<file path="src/rtl/gray_rptr_empty.sv">
// Read-domain pointer stage of the async FIFO: binary/Gray read pointer, write-pointer synchronizer, registered empty.
// Optional feature macro GRAY_RPTR_LEVEL_EN adds the registered rd_level occupancy output.
module gray_rptr_empty #(
    parameter int unsigned AW = 4
) (
    input  logic          clk,
    input  logic          rst,
    input  logic          rd_en,
    input  logic [AW:0]   wptr_gray_async,
    output logic [AW-1:0] raddr,
    output logic [AW:0]   rptr_gray,
`ifdef GRAY_RPTR_LEVEL_EN
    output logic [AW:0]   rd_level,
`endif
    output logic          empty
);

    localparam int unsigned PW = AW + 1;

    logic [AW:0] rbin;
    logic [AW:0] rgray;
    logic [AW:0] wq1;
    logic [AW:0] wq2;
    logic [AW:0] rbin_next;
    logic [AW:0] rgray_next;
    logic        rinc;

    // Reads are only accepted while data is known to be present.
    always_comb begin
        rinc       = rd_en & ~empty;
        rbin_next  = rbin + PW'(rinc);
        rgray_next = rbin_next ^ (rbin_next >> 1);
    end

    // Empty uses the next read pointer so the last-entry read closes the flag at its own edge.
    always_ff @(posedge clk or posedge rst) begin
        if (rst) begin
            rbin  <= '0;
            rgray <= '0;
            wq1   <= '0;
            wq2   <= '0;
            empty <= 1'b1;
        end else begin
            rbin  <= rbin_next;
            rgray <= rgray_next;
            wq1   <= wptr_gray_async;
            wq2   <= wq1;
            empty <= (rgray_next == wq2);
        end
    end

    assign raddr     = rbin[AW-1:0];
    assign rptr_gray = rgray;

`ifdef GRAY_RPTR_LEVEL_EN
    logic [AW:0] wbin_s;

    // Gray-to-binary: each binary bit is the XOR of all Gray bits at or above it.
    always_comb begin
        wbin_s = '0;
        for (int unsigned i = 0; i < PW; i++) begin
            wbin_s[i] = ^(wq2 >> i);
        end
    end

    always_ff @(posedge clk or posedge rst) begin
        if (rst) begin
            rd_level <= '0;
        end else begin
            rd_level <= wbin_s - rbin_next;
        end
    end
`endif

endmodule

</file>
<file path="config.mk">
export PLATFORM = sky130hd
export DESIGN_NAME = gray_rptr_empty
export DESIGN_NICKNAME = d
export VERILOG_FILES = /design/src/rtl/gray_rptr_empty.sv
export SDC_FILE = /design/constraint.sdc
export NUM_CORES = 1
export LEC_CHECK = 0
export CORE_MARGIN = 5
export CORE_UTILIZATION = 48
export DETAILED_ROUTE_END_ITERATION = 8
export PLACE_DENSITY = 0.73
export SLEW_MARGIN = 20
export SYNTH_ARGS = -nofsm -noshare
export SYNTH_HDL_FRONTEND = slang
export SYNTH_SLANG_ARGS = --single-unit
</file>
<file path="constraint.sdc">
create_clock -name clk -period 2.8 [get_ports clk]
set_input_delay 0.42 -clock clk [delete_from_list [all_inputs] [get_ports clk]]
set_output_delay 0.42 -clock clk [all_outputs]
set_load 0.1 [all_outputs]
</file>
After elaboration in Yosys (flattened, before gate mapping)

Cells that the tools add are included.

Register bits: 21
Input port bits: 8
Output and inout bits: 10
Word-level logic and storage cells: 10

Add/sub/neg operators: 1
Eq/ne operators: 1
Bitwise gates (word level): 3

Operator list:

| kind          | count |
|---|---|
| $add A5 B1 Y5 | 1 |
| $eq A5 B5 Y1  | 1 |
| $xor A5 B4 Y5 | 1 |
| $and A1 B1 Y1 | 1 |
| $not A1 Y1    | 1 |

Logic depth before layout (Yosys ltp)

Gate-level depths: netlist of run 1.

Word-level depth: 5
Gate-level depth with buffers: 8
Depth with buffers taken out: 8

Worst setup path before layout of run 1

OpenSTA, ideal clock, no wires.

Path type: reg-to-reg
Start: register rbin[0]
End: register empty
Library setup time: 105 ps
Arrival time: 2475 ps
Data required time: 2695 ps
Path slack: 220 ps
Cell stages (with the launch flop): 8
Buffers on the path: 0
Period minus slack after synthesis: 2580 ps
Cell sequence: dfrtp_1 > ha_1 > ha_1 > and4b_1 > a21oi_1 > o22ai_1 > xnor2_1 > a2111oi_2

Longest elaborated chain between the ends: 3

RTL lines:

| what                     | line | RTL |
|---|---|---|
| start: declaration       | 20   | `logic [AW:0] rbin;` |
| start signal: assignment | 44   | `rbin <= rbin_next;` |
| $add A5 B1 Y5            | 31   | `rbin_next = rbin + PW'(rinc);` |
| $xor A5 B4 Y5            | 32   | `rgray_next = rbin_next ^ (rbin_next >> 1);` |
| $eq A5 B5 Y1             | 48   | `empty <= (rgray_next == wq2);` |
| end signal: assignment   | 48   |  |
| end: declaration         | 15   | `output logic empty` |

Every way passes these cells.

Worst setup path in the final report of run 1

Start: input port rd_en
End: register empty

Longest elaborated chain between the ends: 4

RTL lines:

| what                   | line | RTL |
|---|---|---|
| start: declaration     | 8    | `input logic rd_en,` |
| $and A1 B1 Y1          | 30   | `rinc = rd_en & ~empty;` |
| $add A5 B1 Y5          | 31   |  |
| named net rbin_next[4] | 24   | `logic [AW:0] rbin_next;` |
| $xor A5 B4 Y5          | 32   |  |
| $eq A5 B5 Y1           | 48   |  |

The timed path passes the listed nets, and every way through them passes these cells.

==> flow_results.xml, run 1 <==
<?xml version="1.0" encoding="UTF-8"?>
<metrics>
  <group name="cts">
    <metric name="cts.repair_timing.setup_buffer_count" unit="">0</metric>
    <metric name="ctsLongestPathBuffers" unit="">2</metric>
    <metric name="postCtsHoldBufs" unit="">0</metric>
    <metric name="cts_made_buffers" unit="">3</metric>
    <metric name="h_tree_depth" unit="">1</metric>
    <metric name="count_of_clock_tree_sinks" unit="">20</metric>
    <metric name="clock_tree_from_tritoncts" unit="">done</metric>
    <metric name="worst_setup_hold_path_clk_slew" unit="ps">110</metric>
    <metric name="postCtsResizedCells" unit="">0</metric>
    <metric name="latest_clock_arrival_within_the_worst_skew_pair" unit="ps">290</metric>
    <metric name="clockRootBuffer" unit="">clkbuf_4</metric>
  </group>
  <group name="global_route">
    <metric name="grt_overflow" unit="">0</metric>
    <metric name="groute.usage.overall" unit="%">12.5</metric>
    <metric name="initial_antenna_violation_count" unit="">0</metric>
    <metric name="grt_pass1_vias" unit="">566</metric>
    <metric name="grt_start_max_net_pins" unit="">21</metric>
    <metric name="first_pass_grt_wire_length" unit="mm">2.51</metric>
  </group>
  <group name="detailed_routing">
    <metric name="drt_wl_total" unit="mm">1.45</metric>
    <metric name="detail_route.first_pass.iterations" unit="">4</metric>
    <metric name="antenna_left" unit="">0</metric>
    <metric name="vias" unit="">561</metric>
    <metric name="detail_route.vias_per_cell" unit="">4.84</metric>
    <metric name="drtIter0Drc" unit="">10</metric>
    <metric name="drc_errors" unit="">0</metric>
    <metric name="wire_per_inst" unit="µm">12.5</metric>
  </group>
  <group name="worst_setup_path">
    <metric name="capturing_element_type_of_the_critical_path" unit="">flop</metric>
    <metric name="worstReg2RegEnd" unit="">empty$_DFF_PP1_</metric>
    <metric name="worstPathMaxFanout" unit="">5</metric>
    <metric name="data_arrival_at_the_endpoint_of_the_critical_path" unit="ps">2500</metric>
    <metric name="cp.required" unit="ps">2990</metric>
    <metric name="setup.reg_to_reg.worst_slack" unit="ps">570</metric>
    <metric name="criticalPathCategory" unit="">in -&gt; reg</metric>
    <metric name="cp-start-kind" unit="">input port</metric>
    <metric name="r2r.worst_path.cells" unit="">8</metric>
    <metric name="r2r_start" unit="">empty$_DFF_PP1_</metric>
  </group>
  <group name="sta">
    <metric name="max_freq" unit="GHz">0.433</metric>
    <metric name="period_minus_slack" unit="ps">2310</metric>
    <metric name="max-slew-margin-rel" unit="%">51.5</metric>
    <metric name="hold_viol" unit="">0</metric>
    <metric name="setup_viol" unit="">0</metric>
    <metric name="worstMarginPinSlew" unit="ps">726</metric>
    <metric name="worst_hold_margin" unit="ps">360</metric>
    <metric name="fin_setup_tns" unit="ps">0</metric>
    <metric name="final_max_tran_viols" unit="">0</metric>
    <metric name="fin_crit_sh" unit="%">82.4</metric>
    <metric name="final.setup.worst_slack" unit="ps">492</metric>
    <metric name="grt_setup_unrepaired" unit="">no</metric>
    <metric name="worst_clock_skew" unit="ps">0.803</metric>
  </group>
  <group name="logic_synthesis">
    <metric name="synth_enable_flop_cells" unit="">0</metric>
    <metric name="synthesis.area_per_instance" unit="µm²">12.4</metric>
    <metric name="synthCells" unit="">69</metric>
    <metric name="synth_cell_type_count" unit="">28</metric>
    <metric name="synth.net_count" unit="">79</metric>
    <metric name="ys.warnings.count" unit="">0</metric>
    <metric name="synth_top_flop_cell" unit="">dfrtp_1</metric>
    <metric name="asyncSetResetFlopFracSynth" unit="%">100</metric>
    <metric name="seq_area_frac_synth" unit="%">58.8</metric>
    <metric name="syn_area" unit="µm²">853</metric>
    <metric name="postSynthRegisterBits" unit="">20</metric>
  </group>
  <group name="placed_design">
    <metric name="port_buffers" unit="">17</metric>
    <metric name="place.gp.congestion" unit="">0.760</metric>
    <metric name="numPlacedInstances" unit="">112</metric>
    <metric name="dpl_worst_slack" unit="ps">168</metric>
    <metric name="hpwlAfterDp" unit="mm">1.08</metric>
  </group>
  <group name="hold_path">
    <metric name="worst_hold_path_type" unit="">reg -&gt; reg</metric>
    <metric name="min_path_cells" unit="">0</metric>
    <metric name="hp-start" unit="">wq1[2]$_DFF_PP0_</metric>
    <metric name="end_of_the_worst_hold_path" unit="">wq2[2]$_DFF_PP0_</metric>
  </group>
  <group name="job">
    <metric name="max_cap_viol_count" unit="">0</metric>
  </group>
  <group name="floorplan">
    <metric name="die_ht" unit="µm">52.2</metric>
    <metric name="floorplan.initialDensity" unit="%">50.0</metric>
    <metric name="dieWidth" unit="µm">52.2</metric>
    <metric name="std_cell_rows" unit="">15</metric>
    <metric name="area_enclosed_by_the_die_boundary" unit="µm²">2720</metric>
    <metric name="core_area" unit="µm²">1710</metric>
    <metric name="top_level_ports" unit="">18</metric>
  </group>
  <group name="final_layout">
    <metric name="final_layout_size_suffix_gt1_share" unit="%">23.1</metric>
    <metric name="area_delta_synth_final" unit="%">26.1</metric>
    <metric name="n_antenna_cell" unit="">0</metric>
    <metric name="stdcell_count" unit="">116</metric>
    <metric name="num-nets-final" unit="">102</metric>
  </group>
  <group name="status">
    <metric name="run_status" unit="">complete, no violations</metric>
  </group>
</metrics>
==> area by class of cell <==
type,instances,area [µm²]
Multi-Input combinational cell,42,320
Sequential cell,20,502
Timing Repair Buffer,20,168
Tap cell,25,31.3
Clock buffer,4,36.3
Inverter,5,18.8
Fill cell,149,632
==> worst max-delay path by stage <==
stage                            from  slack [ps]               to  cells after the start
floorplan           rbin[0]$_DFF_PP0_         220  empty$_DFF_PP1_                      7
global placement                rd_en         180  empty$_DFF_PP1_                      9
detailed placement              rd_en         170  empty$_DFF_PP1_                     10
CTS                             rd_en         460  empty$_DFF_PP1_                     10
global route                    rd_en         310  empty$_DFF_PP1_                     10
finish                          rd_en         490  empty$_DFF_PP1_                     10
==> synth_stat cells, types with 2 or more instances <==
library cell	n	area share (%)
ha_1	2	2.9
nor2_1	2	0.88
nand2_1	3	1.3
nand2b_1	2	1.5
xor2_1	5	5.1
nand3_1	3	1.8
a21oi_1	2	1.2
a22oi_1	2	1.8
o21ai_0	2	1.2
xnor2_1	5	5.1
inv_1	4	1.8
o221ai_1	2	2.1
and4b_1	2	2.3
dfrtp_1	19	56
==> per-layer routing <==
layer / up-vias / part of all wire (%) / track usage (%)
met5: - / 0 / 0
met4: 0 / 0 / 3.83
met3: 0 / 5.0 / 4.01
met2: 9 / 49 / 18.6
met1: 273 / 46 / 17.3
li1: 279 / - / -
==> worst max-delay path: stages <==
cell             delay (ps)
clkdlybuf4s50_1         460
nor2b_1                 130
ha_1                    230
ha_1                    200
buf_4                   130
nand3_1                  80
xnor2_1                 300
xnor2_2                 150
o21ai_1                  90
a2111oi_2               300
==> cells by family after synthesis <==
family / Yosys count / share of synthesized area (%)
AND/OR/NAND/NOR: 16 / 10.6
buffers and inverters: 7 / 3.66
flip-flops: 20 / 58.8
adder cells (fa/ha/maj): 2 / 2.93
XOR/XNOR: 12 / 14.1
AO/OA/AOI/OAI: 12 / 9.97
==> sequential cells by signal, indices dropped and copies added, names as in the netlist <==
name,flops
rbin,5
wq1,5
wq2,5
rptr_gray,4
empty,1
==> through the flow <==
stage          utilization [%]  instance area, µm²
2_1_floorplan                -                 853
3_3_place_gp              60.9                1040
3_5_place_dp              60.9                1040
4_1_cts                   63.0                1080
5_1_grt                   63.0                1080
6_report                  63.0                1080
==> placed cells by master, fill, tap and decap left out, drive strengths merged, types with 2 or more instances in the layout <==
| cell | instances |
|---|---|
| clkdlybuf4s50 | 7 |
| o221ai | 2 |
| nor2 | 2 |
| xor2 | 6 |
| a22oi | 2 |
| o21ai | 3 |
| a21oi | 2 |
| nand3 | 3 |
| dfrtp | 19 |
| xnor2 | 6 |
| buf | 13 |
| nand2 | 3 |
| ha | 2 |
| clkbuf | 4 |
| nand2b | 2 |
| and4b | 2 |
| inv | 4 |
Power of run 1 is left out: the tool's default activity adds up to more than one toggle a clock period on the data nets, which glitch-free logic cannot reach.
==> run 2: changes to the inputs <==
--- a/config.mk
+++ b/config.mk
@@ -6,9 +6,9 @@
 export NUM_CORES = 1
 export LEC_CHECK = 0
 export CORE_MARGIN = 5
-export CORE_UTILIZATION = 48
+export CORE_UTILIZATION = 43
 export DETAILED_ROUTE_END_ITERATION = 8
-export PLACE_DENSITY = 0.73
+export PLACE_DENSITY = 0.69
 export SLEW_MARGIN = 20
 export SYNTH_ARGS = -nofsm -noshare
 export SYNTH_HDL_FRONTEND = slang
==> constraint.sdc (replaced) <==
create_clock -name clk -period 1.9 [get_ports clk]
set_input_delay 0.285 -clock clk [delete_from_list [all_inputs] [get_ports clk]]
set_output_delay 0.285 -clock clk [all_outputs]
set_load 0.1 [all_outputs]
==> flow_results.xml, run 2 (synthesis gave the netlist of run 1 again) <==
<?xml version="1.0" encoding="UTF-8"?>
<metrics>
  <group name="status">
    <metric name="run_status" unit="">finished, violations left</metric>
    <metric name="failed_checks" unit="">setup timing</metric>
  </group>
  <group name="final_layout">
    <metric name="largestRegisters" unit="">rbin x5, wq1 x5, wq2 x5</metric>
    <metric name="mostFrequentLayoutCells" unit="">buf_4, dfrtp_1, clkdlybuf4s50_1</metric>
    <metric name="num-nets-final" unit="">110</metric>
    <metric name="layout.cells.most_common" unit="">buf_4</metric>
    <metric name="area_delta_synth_final" unit="%">48.5</metric>
    <metric name="utilization" unit="%">66.0</metric>
    <metric name="n_antenna_cell" unit="">0</metric>
    <metric name="final_layout_size_suffix_gt1_share" unit="%">41.4</metric>
  </group>
  <group name="global_route">
    <metric name="grt_start_max_net_pins" unit="">21</metric>
    <metric name="grt_overflow" unit="">0</metric>
    <metric name="groute.usage.overall" unit="%">12.4</metric>
    <metric name="gr-usage-met3" unit="%">2.45</metric>
    <metric name="global_route.usage.met1" unit="%">16.5</metric>
    <metric name="grt_use_met2" unit="%">19.9</metric>
    <metric name="busiest_layer" unit="">met2</metric>
    <metric name="first_pass_grt_wire_length" unit="mm">2.62</metric>
    <metric name="grt_pass1_vias" unit="">576</metric>
    <metric name="initial_antenna_violation_count" unit="">0</metric>
  </group>
  <group name="job">
    <metric name="max_cap_viol_count" unit="">0</metric>
  </group>
  <group name="sta">
    <metric name="final_max_tran_viols" unit="">0</metric>
    <metric name="period_minus_slack" unit="ps">2050</metric>
    <metric name="worstMarginPinSlew" unit="ps">320</metric>
    <metric name="setup_viol" unit="">1</metric>
    <metric name="worst_clock_skew" unit="ps">2.85</metric>
    <metric name="fin_crit_sh" unit="%">108</metric>
    <metric name="max_freq" unit="GHz">0.488</metric>
    <metric name="final.setup.worst_slack" unit="ps">-150</metric>
    <metric name="max-slew-margin-rel" unit="%">78.7</metric>
    <metric name="grt_setup_unrepaired" unit="">yes</metric>
    <metric name="hold_viol" unit="">0</metric>
    <metric name="worst_hold_margin" unit="ps">323</metric>
  </group>
  <group name="detailed_routing">
    <metric name="detail_route.vias_per_cell" unit="">4.74</metric>
    <metric name="drc_errors" unit="">0</metric>
    <metric name="vias" unit="">597</metric>
    <metric name="detail_route.first_pass.iterations" unit="">4</metric>
    <metric name="drt_wl_total" unit="mm">1.53</metric>
    <metric name="antenna_left" unit="">0</metric>
    <metric name="wire_per_inst" unit="µm">12.1</metric>
    <metric name="drtIter0Drc" unit="">9</metric>
  </group>
  <group name="hold_path">
    <metric name="worst_hold_path_type" unit="">in -&gt; async</metric>
  </group>
  <group name="worst_setup_path">
    <metric name="cp.required" unit="ps">2090</metric>
    <metric name="critPathLaunch" unit="">empty$_DFF_PP1_</metric>
    <metric name="cp-start-kind" unit="">flop</metric>
    <metric name="r2r_start" unit="">empty$_DFF_PP1_</metric>
    <metric name="criticalPathCategory" unit="">reg -&gt; reg</metric>
    <metric name="data_arrival_at_the_endpoint_of_the_critical_path" unit="ps">2240</metric>
    <metric name="worstPathMaxFanout" unit="">4</metric>
    <metric name="capturing_element_type_of_the_critical_path" unit="">flop</metric>
  </group>
  <group name="placed_design">
    <metric name="port_buffers" unit="">17</metric>
    <metric name="hpwlAfterDp" unit="mm">1.19</metric>
    <metric name="place.gp.congestion" unit="">0.783</metric>
  </group>
  <group name="cts">
    <metric name="ctsLongestPathBuffers" unit="">2</metric>
    <metric name="worst_setup_hold_path_clk_slew" unit="ps">110</metric>
    <metric name="count_of_clock_tree_sinks" unit="">20</metric>
    <metric name="clockRootBuffer" unit="">clkbuf_4</metric>
    <metric name="h_tree_depth" unit="">1</metric>
    <metric name="latest_clock_arrival_within_the_worst_skew_pair" unit="ps">290</metric>
    <metric name="cts_made_buffers" unit="">3</metric>
    <metric name="clock_tree_from_tritoncts" unit="">done</metric>
  </group>
  <group name="floorplan">
    <metric name="area_enclosed_by_the_die_boundary" unit="µm²">2980</metric>
    <metric name="std_cell_rows" unit="">16</metric>
    <metric name="top_level_ports" unit="">18</metric>
    <metric name="core_area" unit="µm²">1920</metric>
    <metric name="floorplan.initialDensity" unit="%">44.4</metric>
    <metric name="die_ht" unit="µm">54.5</metric>
    <metric name="dieWidth" unit="µm">54.5</metric>
  </group>
</metrics>
[run 2: changes by cell type in the layout (fill, tap and decap cells not counted), moves of 2 or more]
cell     change
buf_12       +4
buf_4        +4
dfrtp_1      -3
dfrtp_2      +3
ha_1         -2
ha_4         +2
[run 2: repair_timing]
action | CTS | global route
resized for setup | 1 | 8
buffers inserted | 0 | 1
pin swaps | 1 | 9
endpoints found under the setup margin | 1 | 2
hold buffers | 0 | 0
[run 2: area by class of cell]
| cell class | count | area, µm² |
|---|---|---|
| clock buffer | 4 | 36.3 |
| sequential | 20 | 509 |
| multi-input combinational | 42 | 392 |
| tap | 27 | 33.8 |
| timing repair buffer | 28 | 278 |
| fill | 161 | 654 |
| inverter | 5 | 18.8 |
[run 2: path summary, 6_finish.rpt]
check | to | slack (ps) | cells after the start
worst max-delay path | empty$_DFF_PP1_ | -150 | 8
worst min-delay path | rbin[1]$_DFF_PP0_ | 320 | 3
worst max register to register | empty$_DFF_PP1_ | -150 | 8
worst min register to register | wq2[4]$_DFF_PP0_ | 360 | 0
max in group asynchronous | empty$_DFF_PP1_ | 1310 | 3
min in group clk | wq2[4]$_DFF_PP0_ | 360 | 0
[run 2: critical path, stage by stage, from the launching register on]
cell,delay [ps]
dfstp_4,650
nor2b_4,50
ha_4,160
ha_4,180
xor2_4,160
xor2_2,190
nor3_1,190
o21ai_1,100
a2111oi_2,280
[run 2: per-layer routing]
metal  vias to the layer above  wire length (µm)
met4                         0                14
met1                       289               652
li1                        295                 -
met5                         -                 0
met3                         2                69
met2                        11               789
[run 2: through the flow]
step                      worst slack, ps  instances  setup TNS [ps]  area, µm²
final                                -150        126            -150       1270
after global routing                 -213        126            -213       1270
after CTS                            -145        126            -145       1240
after floorplan                      -297         69            -314        893
after detailed placement             -393        122            -615       1190
after global placement               -334        122            -486       1190
Power of run 2 is left out for the same reason.
